## src/rtl/scan_timing_pkg.sv

```systemverilog
// ---------------------------------------------------------------------------
// scan_timing_pkg
// Shared definitions for the scan trigger generator: FSM state encoding,
// default counter width and the largest supported channel count.
// No ports (package).
// ---------------------------------------------------------------------------
package scan_timing_pkg;

  localparam int CNT_W_DEF = 16;
  localparam int MAX_CH    = 8;

  typedef enum logic [1:0] {
    ST_IDLE = 2'd0,
    ST_RUN  = 2'd1,
    ST_FIN  = 2'd2
  } state_t;

endpackage

```

## src/rtl/scan_trigger_gen_if.sv

```systemverilog
// ---------------------------------------------------------------------------
// scan_trigger_gen_if
// Groups the control, configuration and status signals of the scan trigger
// generator.
//   master : drives start/abort and all cfg_* fields, observes status
//   slave  : the generator itself (busy, trig_out, line_start, point_idx,
//            line_idx, done, cfg_err are outputs)
// ---------------------------------------------------------------------------
interface scan_trigger_gen_if
  import scan_timing_pkg::*;
#(
  parameter int NUM_CH = 2,
  parameter int CNT_W  = CNT_W_DEF
) ();

  logic                    start;
  logic                    abort;
  logic [CNT_W-1:0]        cfg_points;
  logic [CNT_W-1:0]        cfg_lines;
  logic [CNT_W-1:0]        cfg_cpp;
  logic [NUM_CH*CNT_W-1:0] cfg_ch_delay;
  logic [NUM_CH*CNT_W-1:0] cfg_ch_width;
  logic [NUM_CH-1:0]       cfg_ch_en;
  logic [NUM_CH-1:0]       cfg_ch_pol;
  logic                    cfg_repeat;

  logic                    busy;
  logic [NUM_CH-1:0]       trig_out;
  logic                    line_start;
  logic [CNT_W-1:0]        point_idx;
  logic [CNT_W-1:0]        line_idx;
  logic                    done;
  logic                    cfg_err;

  modport master (
    output start, abort, cfg_points, cfg_lines, cfg_cpp, cfg_ch_delay,
           cfg_ch_width, cfg_ch_en, cfg_ch_pol, cfg_repeat,
    input  busy, trig_out, line_start, point_idx, line_idx, done, cfg_err
  );

  modport slave (
    input  start, abort, cfg_points, cfg_lines, cfg_cpp, cfg_ch_delay,
           cfg_ch_width, cfg_ch_en, cfg_ch_pol, cfg_repeat,
    output busy, trig_out, line_start, point_idx, line_idx, done, cfg_err
  );

endinterface

```

## src/rtl/scan_trig_ch.sv

```systemverilog
// ---------------------------------------------------------------------------
// scan_trig_ch
// One trigger channel: holds its delay/width/enable/polarity captured at the
// accepted start and produces a registered pulse inside each point.
//   sys_clk, sys_rst_n : clock, async active-low reset
//   load               : capture the channel configuration this cycle
//   run                : generator is stepping through a point this cycle
//   delay_in, width_in,
//   en_in, pol_in      : live channel configuration
//   cyc, cpp           : current cycle within the point, latched cycles/point
//   trig               : registered channel output
// ---------------------------------------------------------------------------
module scan_trig_ch
  import scan_timing_pkg::*;
#(
  parameter int CNT_W = CNT_W_DEF
) (
  input  logic             sys_clk,
  input  logic             sys_rst_n,
  input  logic             load,
  input  logic             run,
  input  logic [CNT_W-1:0] delay_in,
  input  logic [CNT_W-1:0] width_in,
  input  logic             en_in,
  input  logic             pol_in,
  input  logic [CNT_W-1:0] cyc,
  input  logic [CNT_W-1:0] cpp,
  output logic             trig
);

  logic [CNT_W-1:0] delay_q;
  logic [CNT_W-1:0] width_q;
  logic             en_q;
  logic             pol_q;
  logic [CNT_W:0]   win_end;
  logic             active;

  always_ff @(posedge sys_clk or negedge sys_rst_n) begin
    if (!sys_rst_n) begin
      delay_q <= '0;
      width_q <= '0;
      en_q    <= 1'b0;
      pol_q   <= 1'b0;
    end else if (load) begin
      delay_q <= delay_in;
      width_q <= width_in;
      en_q    <= en_in;
      pol_q   <= pol_in;
    end
  end

  // Window end is one bit wider so delay+width cannot wrap; a zero width
  // makes the window empty, and the cpp bound clips pulses at the point end.
  always_comb begin
    win_end = {1'b0, delay_q} + {1'b0, width_q};
    active  = en_q && (cyc >= delay_q) && ({1'b0, cyc} < win_end) && (cyc < cpp);
  end

  // Outside an active step the output rests at the live inactive level.
  always_ff @(posedge sys_clk or negedge sys_rst_n) begin
    if (!sys_rst_n) begin
      trig <= 1'b0;
    end else if (run) begin
      trig <= active ^ pol_q;
    end else begin
      trig <= pol_in;
    end
  end

endmodule

```

## src/rtl/scan_trigger_gen.sv

```systemverilog
// ---------------------------------------------------------------------------
// scan_trigger_gen
// N-channel raster scan timing generator. On an accepted start it walks
// cfg_lines x cfg_points points of cfg_cpp clocks each, with every channel
// emitting a programmable pulse per point. One-shot or continuous.
//   sys_clk, sys_rst_n : clock, async active-low reset
//   bus (slave)        : start/abort, cfg_* inputs; busy, trig_out,
//                        line_start, point_idx, line_idx, done, cfg_err
// ---------------------------------------------------------------------------
module scan_trigger_gen
  import scan_timing_pkg::*;
#(
  parameter int NUM_CH = 2,
  parameter int CNT_W  = CNT_W_DEF
) (
  input logic               sys_clk,
  input logic               sys_rst_n,
  scan_trigger_gen_if.slave bus
);

  state_t            state_q;
  state_t            state_d;
  logic [CNT_W-1:0]  points_q;
  logic [CNT_W-1:0]  lines_q;
  logic [CNT_W-1:0]  cpp_q;
  logic              repeat_q;
  logic [CNT_W-1:0]  cyc_q;
  logic [CNT_W-1:0]  pt_q;
  logic [CNT_W-1:0]  ln_q;
  logic              cfg_ok;
  logic              load;
  logic              run;
  logic              done_set;
  logic              err_set;
  logic              cyc_wrap;
  logic              pt_wrap;
  logic              ln_wrap;
  logic              last_cyc;
  logic              line_start_q;
  logic [CNT_W-1:0]  point_idx_q;
  logic [CNT_W-1:0]  line_idx_q;
  logic              done_q;
  logic              err_q;
  logic [NUM_CH-1:0] trig_vec;

  // A start is only usable if every dimension is non-zero and each enabled
  // channel begins inside the point.
  always_comb begin
    cfg_ok = (bus.cfg_cpp != '0) && (bus.cfg_points != '0) && (bus.cfg_lines != '0);
    for (int i = 0; i < NUM_CH; i++) begin
      if (bus.cfg_ch_en[i] && (bus.cfg_ch_delay[i*CNT_W +: CNT_W] >= bus.cfg_cpp)) begin
        cfg_ok = 1'b0;
      end
    end
  end

  always_comb begin
    cyc_wrap = (cyc_q == cpp_q - 1'b1);
    pt_wrap  = (pt_q == points_q - 1'b1);
    ln_wrap  = (ln_q == lines_q - 1'b1);
    last_cyc = cyc_wrap && pt_wrap && ln_wrap;
  end

  always_ff @(posedge sys_clk or negedge sys_rst_n) begin
    if (!sys_rst_n) begin
      state_q <= ST_IDLE;
    end else begin
      state_q <= state_d;
    end
  end

  // Abort takes priority over frame completion so only one done is raised.
  always_comb begin
    state_d  = state_q;
    load     = 1'b0;
    run      = 1'b0;
    done_set = 1'b0;
    err_set  = 1'b0;
    case (state_q)
      ST_IDLE: begin
        if (bus.start) begin
          if (cfg_ok) begin
            load    = 1'b1;
            state_d = ST_RUN;
          end else begin
            err_set = 1'b1;
          end
        end
      end
      ST_RUN: begin
        if (bus.abort) begin
          done_set = 1'b1;
          state_d  = ST_IDLE;
        end else begin
          run = 1'b1;
          if (last_cyc && !repeat_q) begin
            done_set = 1'b1;
            state_d  = ST_FIN;
          end
        end
      end
      ST_FIN: begin
        state_d = ST_IDLE;
      end
      default: begin
        state_d = ST_IDLE;
      end
    endcase
  end

  always_ff @(posedge sys_clk or negedge sys_rst_n) begin
    if (!sys_rst_n) begin
      points_q <= '0;
      lines_q  <= '0;
      cpp_q    <= '0;
      repeat_q <= 1'b0;
    end else if (load) begin
      points_q <= bus.cfg_points;
      lines_q  <= bus.cfg_lines;
      cpp_q    <= bus.cfg_cpp;
      repeat_q <= bus.cfg_repeat;
    end
  end

  // Raster counters; the final wrap of a one-shot frame leaves them at zero.
  always_ff @(posedge sys_clk or negedge sys_rst_n) begin
    if (!sys_rst_n) begin
      cyc_q <= '0;
      pt_q  <= '0;
      ln_q  <= '0;
    end else if (run) begin
      if (cyc_wrap) begin
        cyc_q <= '0;
        if (pt_wrap) begin
          pt_q <= '0;
          ln_q <= ln_wrap ? '0 : ln_q + 1'b1;
        end else begin
          pt_q <= pt_q + 1'b1;
        end
      end else begin
        cyc_q <= cyc_q + 1'b1;
      end
    end else begin
      cyc_q <= '0;
      pt_q  <= '0;
      ln_q  <= '0;
    end
  end

  // Status outputs share the one-clock latency of the channel registers.
  always_ff @(posedge sys_clk or negedge sys_rst_n) begin
    if (!sys_rst_n) begin
      line_start_q <= 1'b0;
      point_idx_q  <= '0;
      line_idx_q   <= '0;
      done_q       <= 1'b0;
      err_q        <= 1'b0;
    end else begin
      line_start_q <= run && (cyc_q == '0) && (pt_q == '0);
      point_idx_q  <= run ? pt_q : '0;
      line_idx_q   <= run ? ln_q : '0;
      done_q       <= done_set;
      err_q        <= err_set;
    end
  end

  for (genvar g = 0; g < NUM_CH; g++) begin : g_ch
    scan_trig_ch #(
      .CNT_W(CNT_W)
    ) u_ch (
      .sys_clk  (sys_clk),
      .sys_rst_n(sys_rst_n),
      .load     (load),
      .run      (run),
      .delay_in (bus.cfg_ch_delay[g*CNT_W +: CNT_W]),
      .width_in (bus.cfg_ch_width[g*CNT_W +: CNT_W]),
      .en_in    (bus.cfg_ch_en[g]),
      .pol_in   (bus.cfg_ch_pol[g]),
      .cyc      (cyc_q),
      .cpp      (cpp_q),
      .trig     (trig_vec[g])
    );
  end

  assign bus.busy       = (state_q == ST_RUN);
  assign bus.trig_out   = trig_vec;
  assign bus.line_start = line_start_q;
  assign bus.point_idx  = point_idx_q;
  assign bus.line_idx   = line_idx_q;
  assign bus.done       = done_q;
  assign bus.cfg_err    = err_q;

endmodule

```

## src/flat_wrapper.sv

```systemverilog
// flat-port wrapper written by rule: the top's interface ports become plain ports
module scan_trigger_gen_flat import scan_timing_pkg::*;
#(
  parameter int NUM_CH = 2,
  parameter int CNT_W  = CNT_W_DEF
)
  (sys_clk, sys_rst_n, bus_start, bus_abort, bus_cfg_points, bus_cfg_lines, bus_cfg_cpp, bus_cfg_ch_delay, bus_cfg_ch_width, bus_cfg_ch_en, bus_cfg_ch_pol, bus_cfg_repeat, bus_busy, bus_trig_out, bus_line_start, bus_point_idx, bus_line_idx, bus_done, bus_cfg_err);
  scan_trigger_gen_if #(.NUM_CH(NUM_CH), .CNT_W(CNT_W)) bus_i ();
  input logic sys_clk;
  input logic sys_rst_n;
  input wire logic [$bits(bus_i.start)-1:0] bus_start;
  input wire logic [$bits(bus_i.abort)-1:0] bus_abort;
  input wire logic [$bits(bus_i.cfg_points)-1:0] bus_cfg_points;
  input wire logic [$bits(bus_i.cfg_lines)-1:0] bus_cfg_lines;
  input wire logic [$bits(bus_i.cfg_cpp)-1:0] bus_cfg_cpp;
  input wire logic [$bits(bus_i.cfg_ch_delay)-1:0] bus_cfg_ch_delay;
  input wire logic [$bits(bus_i.cfg_ch_width)-1:0] bus_cfg_ch_width;
  input wire logic [$bits(bus_i.cfg_ch_en)-1:0] bus_cfg_ch_en;
  input wire logic [$bits(bus_i.cfg_ch_pol)-1:0] bus_cfg_ch_pol;
  input wire logic [$bits(bus_i.cfg_repeat)-1:0] bus_cfg_repeat;
  output wire logic [$bits(bus_i.busy)-1:0] bus_busy;
  output wire logic [$bits(bus_i.trig_out)-1:0] bus_trig_out;
  output wire logic [$bits(bus_i.line_start)-1:0] bus_line_start;
  output wire logic [$bits(bus_i.point_idx)-1:0] bus_point_idx;
  output wire logic [$bits(bus_i.line_idx)-1:0] bus_line_idx;
  output wire logic [$bits(bus_i.done)-1:0] bus_done;
  output wire logic [$bits(bus_i.cfg_err)-1:0] bus_cfg_err;
  assign bus_i.start = bus_start;
  assign bus_i.abort = bus_abort;
  assign bus_i.cfg_points = bus_cfg_points;
  assign bus_i.cfg_lines = bus_cfg_lines;
  assign bus_i.cfg_cpp = bus_cfg_cpp;
  assign bus_i.cfg_ch_delay = bus_cfg_ch_delay;
  assign bus_i.cfg_ch_width = bus_cfg_ch_width;
  assign bus_i.cfg_ch_en = bus_cfg_ch_en;
  assign bus_i.cfg_ch_pol = bus_cfg_ch_pol;
  assign bus_i.cfg_repeat = bus_cfg_repeat;
  assign bus_busy = bus_i.busy;
  assign bus_trig_out = bus_i.trig_out;
  assign bus_line_start = bus_i.line_start;
  assign bus_point_idx = bus_i.point_idx;
  assign bus_line_idx = bus_i.line_idx;
  assign bus_done = bus_i.done;
  assign bus_cfg_err = bus_i.cfg_err;
  scan_trigger_gen #(.NUM_CH(NUM_CH), .CNT_W(CNT_W)) u_core (.sys_clk(sys_clk), .sys_rst_n(sys_rst_n), .bus(bus_i));
endmodule
```

## config.mk

```make
export PLATFORM = sky130hd
export DESIGN_NAME = scan_trigger_gen_flat
export DESIGN_NICKNAME = d
export VERILOG_FILES = /design/src/rtl/scan_timing_pkg.sv /design/src/rtl/scan_trigger_gen_if.sv /design/src/rtl/scan_trig_ch.sv /design/src/rtl/scan_trigger_gen.sv /design/src/flat_wrapper.sv
export SDC_FILE = /design/constraint.sdc
export NUM_CORES = 1
export LEC_CHECK = 0
export ABC_AREA = 1
export BUFFER_PORTS_ARGS = -buffer_cell sky130_fd_sc_hd__clkbuf_2
export CORE_MARGIN = 5
export CORE_UTILIZATION = 35
export DETAILED_ROUTE_END_ITERATION = 7
export PLACE_DENSITY = 0.64
export SYNTH_ARGS = -nofsm -noshare
export SYNTH_HDL_FRONTEND = slang
export SYNTH_SLANG_ARGS = --single-unit
```

## constraint.sdc

```tcl
create_clock -name sys_clk -period 3.2 [get_ports sys_clk]
set_input_delay 0.64 -clock sys_clk [delete_from_list [all_inputs] [get_ports sys_clk]]
set_output_delay 0.64 -clock sys_clk [all_outputs]
set_load 0.01 [all_outputs]
```

# Yosys cells after proc, flatten, opt, wreduce, memory -nomap -nowiden
# Index checks and enable logic that the tools add are counted.
[totals]
reg_bits = 204
word_cells = 104
input_bits = 121
[classes]
add_sub_neg = 8
n_eq_ne = 9
n_bitwise = 2
n_lt_le_gt_ge = 7
n_mux = 31
reduce_logical = 24
[op_table]
columns = ["op", "count"]
rows = [
  ["16-bit two-way mux", 11],
  ["16-bit >= comparator", 4],
  ["16-bit by 1-bit adder with 16-bit output, second input constant", 3],
  ["16-bit equality test", 3],
  ["16-bit nonzero test", 3],
  ["16-bit by 1-bit subtractor with 16-bit output, second input constant", 3],
  ["16-bit by 16-bit adder with 17-bit output", 2],
  ["16-bit by 17-bit less-than comparator with 1-bit output", 2],
  ["16-bit logical NOT", 2],
  ["16-bit less-than comparator", 1],
  ["1-bit logical AND", 15],
  ["1-bit two-way mux", 15],
  ["2-bit two-way mux", 4],
  ["2-bit != test, second input constant", 3],
  ["2-bit one-hot mux with 2 select lines", 1],
  ["3-bit by 2-bit != test with 1-bit output, second input constant", 1],
  ["3-bit AND reduction", 1],
  ["2-bit by 1-bit equality test with 1-bit output, second input constant", 1],
  ["2-bit logical NOT", 1],
  ["2-bit by 1-bit != test with 1-bit output, second input constant", 1],
  ["2-bit AND reduction", 1],
  ["1-bit bitwise XOR", 2],
  ["1-bit logical NOT", 1],
]

# Depth between registers and ports, before layout
[logic_depth]
word_depth = 8
mapped_depth = 21
depth_no_buf = 21

# Hierarchy
# From an unflattened synthesis, not the netlist that was laid out.
[unflattened]
hier_cells = 2107
area_unflattened_um2 = 15541.2
[by_module_without_submodules]
columns = ["module", "instances", "area_each_um2", "seq_area_each_um2", "cells_per_inst"]
rows = [
  ["scan_trigger_gen", 1, 9180.1, 3353.2, 1324],
  ["scan_trig_ch at u_core.g_ch[1].u_ch", 1, 3210.6, 875.8, 393],
  ["scan_trig_ch at u_core.g_ch[0].u_ch", 1, 3150.5, 875.8, 390],
]

# Least setup slack after synthesis
# Ideal clock, no wire load.
[synth_path]
path_type = "register -> register"
from = "register u_core.g_ch[0].u_ch.delay_q[0]"
to = "register u_core.g_ch[0].u_ch.trig"
path_slack_ps = 230
setup_time_ps = 118
period_less_slack_ps = 2970
path_buffers = 0
path_stages_with_launch = 21
arrival_time_ps = 2852
required_ps = 3082
path_cell_list = "dfrtp_1 -> ha_1 -> fa_1 -> nand3_1 -> nand3_1 -> nand2_1 -> nand2_1 -> a21oi_1 -> inv_1 -> a21oi_1 -> o21bai_1 -> xor2_1 -> ha_1 -> a21oi_1 -> nor2_1 -> nor2_1 -> nand2_1 -> nor2_1 -> nand4_1 -> nand3_1 -> nand2_1"
[synth_between]
elab_chain_cells = 6
[synth_rtl]
columns = ["item", "line_no", "rtl"]
rows = [
  ["start: declaration", "scan_trig_ch.sv:31", "logic [CNT_W-1:0] delay_q;"],
  ["start signal: assignment", "scan_trig_ch.sv:45", "delay_q <= delay_in;"],
  ["16-bit by 16-bit adder with 17-bit output / 16-bit >= comparator (equally long branches)", "scan_trig_ch.sv:55, scan_trig_ch.sv:56", ""],
  ["16-bit by 17-bit less-than comparator with 1-bit output / 1-bit logical AND (equally long branches)", "scan_trig_ch.sv:56", "active = en_q && (cyc >= delay_q) && ({1'b0, cyc} < win_end) && (cyc < cpp);"],
  ["1-bit logical AND (*) (2 in series)", "scan_trig_ch.sv:56", ""],
  ["1-bit bitwise XOR (*)", "scan_trig_ch.sv:64", "trig <= active ^ pol_q;"],
  ["1-bit two-way mux (*)", "scan_trig_ch.sv:63", "end else if (run) begin"],
  ["end signal: assignment", "scan_trig_ch.sv:64", ""],
  ["end signal: assignment", "scan_trig_ch.sv:66", "trig <= pol_in;"],
  ["end: declaration", "scan_trig_ch.sv:28", "output logic trig"],
]
# Mark *: on every way between the ends. The rest lies on a longest branch, timed or not.
# A chain may end at the register's enable or synchronous reset.

# Final worst setup path
[layout_path]
from = "register u_core.g_ch[1].u_ch.delay_q[0]"
to = "register u_core.g_ch[1].u_ch.trig"
[layout_between]
elab_chain_cells = 6
[layout_rtl]
columns = ["item", "line_no"]
rows = [
  ["start: declaration", "scan_trig_ch.sv:31"],
  ["start signal: assignment", "scan_trig_ch.sv:45"],
  ["16-bit by 16-bit adder with 17-bit output / 16-bit >= comparator (equally long branches)", "scan_trig_ch.sv:55, scan_trig_ch.sv:56"],
  ["16-bit by 17-bit less-than comparator with 1-bit output / 1-bit logical AND (equally long branches)", "scan_trig_ch.sv:56"],
  ["1-bit logical AND (*) (2 in series)", "scan_trig_ch.sv:56"],
  ["1-bit bitwise XOR (*)", "scan_trig_ch.sv:64"],
  ["1-bit two-way mux (*)", "scan_trig_ch.sv:63"],
  ["end signal: assignment", "scan_trig_ch.sv:64"],
  ["end signal: assignment", "scan_trig_ch.sv:66"],
  ["end: declaration", "scan_trig_ch.sv:28"],
]
# Marked as above.

==> run metrics <==
Clk Latency, worst-skew pair 0.55 ns; vias in the first global route 13,780; synth top area cells dfrtp_1 (33%), ha_1 (12%), nand2_1 (12%); Syn Nets 2,356; Core ar. 43,170 µm²; pwr/cell area 645.8 nW/µm²; DR vias/cell 4.838; Layout Utilization 41.17%; # Max-Cap Violations 0; Post-DRT Antenna Nets 0; Die Y 219.0 µm; first-pass GRT wire length 70,780 µm; clock tree buffer depth 3; Post-Syn Area 15,290 µm²; Netlist cell types 47; sw frac 41.32%; YS warnings 0; initial antenna violation count 1; Tcrit/Tclk final 92.67%; CP Data Arrival Time 3.40 ns; Initial DRT Pass Iterations 7; max-slew violation count 0; CP max stage cell dfrtp_1; Period minus WS final 2.965 ns; async set or reset register ratio after synthesis 100.0%; skew final 0.01677 ns; Fmax 337.2 MHz; Setup violations, final 0; Remaining DRCs 0; Finished Cell Area 17,780 µm²; Post-Synth XOR/XNOR Area 6.669%; sequential fraction of the synthesis area 33.39%; n_diodes 0; routed wire length per instance 15.21 µm; Slew HR 52.44%; clock sink count 204; detailed placement HPWL 34,540 µm; area of the die 47,970 µm²; Crit Path Max Fanout 4; root buf cell clkbuf_16; Nets 2,525; HP Class in2async; area grow syn2layout 16.25%; FF+latch count, synth 204; PortBufs 158; Syn Area/Cell 7.341 µm²; main combinational cell family by area after synthesis simple AND/OR/NAND/NOR gates; CTS buffer count 25; Layout Cells excl Fill 2,853; via count 13,800; CP delay by family, top simple AND/OR/NAND/NOR gates; slowest stage delay, CP 0.42 ns; WL final 43,400 µm; placed cell area 16,860 µm²; ys flop type dfrtp_1; adder-cell share of the synthesized area 12.54%; mux contribution to synthesized area 0%; EDFF count, synth 0; Fin. Hold Viols 0; LEAKAGE 0.009468 µW; Detail Route met3 WL 2461 µm; crit-path cells ha_4, fa_2, nand3_1, nand3_2, nand2_2, nand2_2, a31o_2, a31oi_1, xor2_1, ha_1, a21oi_2, nor2_1, nor2_1, nand2_1, nor2_2, nand4_1, nand3_1, nand2_1; worst-margin pin slew 0.7133 ns; Synth Area in Simple Gates 27.26%; highest metal used met4; Critical Path RT 3.63 ns; routability cong. 0.9278; switching pwr 4743 µW; internal power 6736 µW; setup TNS 0 ns; Worst Path Buf+Inv 0; Flop pwr share 31.4%; Crit. End Element register; post-synth top area share 33.39%; status finished clean; dpl cells 2,807; Mapped Cells 2,083; met2 WL 19,720 µm; Hold WS 0.1010 ns; Tot GR Track Use 18.05%; Metal-1 WL 20,090 µm; Compound-Gate Fraction of Synth Area 10.30%; CTS tree yes; Die Span X 219.0 µm; clock share of power 25.1%; total gr overflow 0; Logic pwr share 43.5%; First DRT Iteration DRCs 901; area leader, netlist dfrtp_1; initial core utilization 35.42%; clk slew on worst S/H paths 0.06 ns; Worst Setup Start Kind register; largest net degree at the start of global routing 74; row cnt 76; htree depth 1; share of cells above drive strength 1 14.95%; CP Class reg2reg; I/O pins 159; worst vdd ir 0.3767 mV
==> state kept, by name, summed over array words and instances (netlist names), 16 cells and up <==
register                  cells
u_core.bus.line_idx          16
u_core.bus.point_idx         16
u_core.cpp_q                 16
u_core.cyc_q                 16
u_core.g_ch.u_ch.delay_q     32
u_core.g_ch.u_ch.width_q     32
u_core.lines_q               16
u_core.ln_q                  16
u_core.points_q              16
u_core.pt_q                  16
==> cells by family after synthesis <==
group | after synthesis
buf+inv | 384
fa+ha+maj | 152
compound gates | 292
simple gates | 937
flops | 204
xor+xnor | 114
==> area by class of cell <==
class / instances / area [µm²]
sequential: 204 / 5105
clock inverter: 10 / 126.4
timing repair buffer: 188 / 1087
inverter: 338 / 1269
multi-input combinational: 1495 / 8751
tap: 585 / 732.0
clock buffer: 33 / 705.7
fill: 4484 / 25400
==> worst register-to-register path, cell delays in order, from the launching register on <==
cell and delay (ns):
dfrtp_1 0.42, ha_4 0.19, fa_2 0.37, nand3_1 0.09, nand3_2 0.10, nand2_2 0.08
nand2_2 0.08, a31o_2 0.23, a31oi_1 0.19, xor2_1 0.17, ha_1 0.27, a21oi_2 0.12
nor2_1 0.05, nor2_1 0.08, nand2_1 0.06, nor2_2 0.11, nand4_1 0.09, nand3_1 0.10
nand2_1 0.05
==> power groups by stage <==
stage | clock (µW) | combinational, µW | sequential (µW)
after floorplan | 0 | 3760 | 3440
after global placement | 0 | 4760 | 3620
final | 2880 | 4990 | 3610
after CTS | 2950 | 4910 | 3600
after global routing | 3050 | 5780 | 3680
after detailed placement | 0 | 4870 | 3640
==> stage by stage <==
stage | worst slack, ns | total power (µW)
5_1_grt | -0.01855 | 12510
3_3_place_gp | 0.1137 | 8384
6_report | 0.2345 | 11480
3_5_place_dp | 0.08107 | 8512
2_1_floorplan | 0.2303 | 7203
4_1_cts | 0.06875 | 11460
==> cell usage in the layout (no fill, tap or decap), types with 5 or more instances in the layout <==
cell type,instances
nand3_1,88
nor2_2,21
o21ai_2,17
xor2_1,82
a21oi_2,5
nor4_1,19
inv_1,334
nor2_4,10
ha_1,148
nor3_1,34
nor2_1,190
dfrtp_1,204
nand2_1,479
clkbuf_2,157
nand4_1,34
nand3b_1,6
a21oi_1,87
nand2_2,27
buf_4,25
xnor2_1,30
nand3_2,6
o21ai_0,158
clkbuf_8,6
buf_12,5
clkbuf_16,25
==> metal layers <==
metal | up-vias | global-route usage [%]
met5 | - | 0
met4 | 0 | 4.396
met3 | 63 | 2.897
met2 | 376 | 29.71
met1 | 6364 | 24.95
li1 | 7001 | -
==> Yosys cell counts (2+ instances only) <==
| master | instances |
|---|---|
| ha_1 | 150 |
| a21boi_0 | 2 |
| inv_2 | 4 |
| nor2_1 | 193 |
| or2_2 | 4 |
| nand3_4 | 2 |
| nor3b_1 | 4 |
| nor3_1 | 34 |
| nand3b_1 | 6 |
| a21o_1 | 2 |
| dfrtp_1 | 204 |
| buf_6 | 5 |
| nand2_1 | 481 |
| o21ai_2 | 16 |
| fa_1 | 2 |
| inv_1 | 334 |
| nor4_1 | 19 |
| xnor2_1 | 30 |
| o21ai_0 | 161 |
| clkbuf_1 | 25 |
| o21a_1 | 2 |
| nor2_2 | 18 |
| nand3_2 | 6 |
| nand2_4 | 3 |
| nor2_4 | 10 |
| a21oi_1 | 92 |
| o31ai_1 | 2 |
| nor3_2 | 2 |
| nand4_1 | 34 |
| a31oi_1 | 3 |
| o211ai_1 | 4 |
| nand2_2 | 25 |
| and3_1 | 4 |
| o21bai_1 | 4 |
| buf_2 | 13 |
| nand3_1 | 89 |
| buf_4 | 3 |
| xor2_1 | 82 |
==> timing repair <==
action,in CTS,in global routing
setup buffers,0,3
gates resized for setup,0,23
setup endpoints to repair,0,2
hold buffers,0,0
==> worst paths after layout <==
check                           cells after the start                                     endpoint                                  startpoint  slack, ns
worst max-delay path                               18           u_core.g_ch[1].u_ch.trig$_DFF_PN0_  u_core.g_ch[1].u_ch.delay_q[0]$_DFFE_PN0P_       0.23
worst min-delay path                                1   u_core.g_ch[0].u_ch.delay_q[0]$_DFFE_PN0P_                                   sys_rst_n       0.10
worst max register to register                     18           u_core.g_ch[1].u_ch.trig$_DFF_PN0_  u_core.g_ch[1].u_ch.delay_q[0]$_DFFE_PN0P_       0.23
worst min register to register                      2   u_core.g_ch[0].u_ch.width_q[2]$_DFFE_PN0P_  u_core.g_ch[0].u_ch.width_q[2]$_DFFE_PN0P_       0.49
max in group asynchronous                           2  u_core.g_ch[1].u_ch.delay_q[12]$_DFFE_PN0P_                                   sys_rst_n       2.27
min in group sys_clk                                3  u_core.g_ch[0].u_ch.width_q[10]$_DFFE_PN0P_                        bus_cfg_ch_width[10]       0.32
Power figures use the tool's default switching activity.
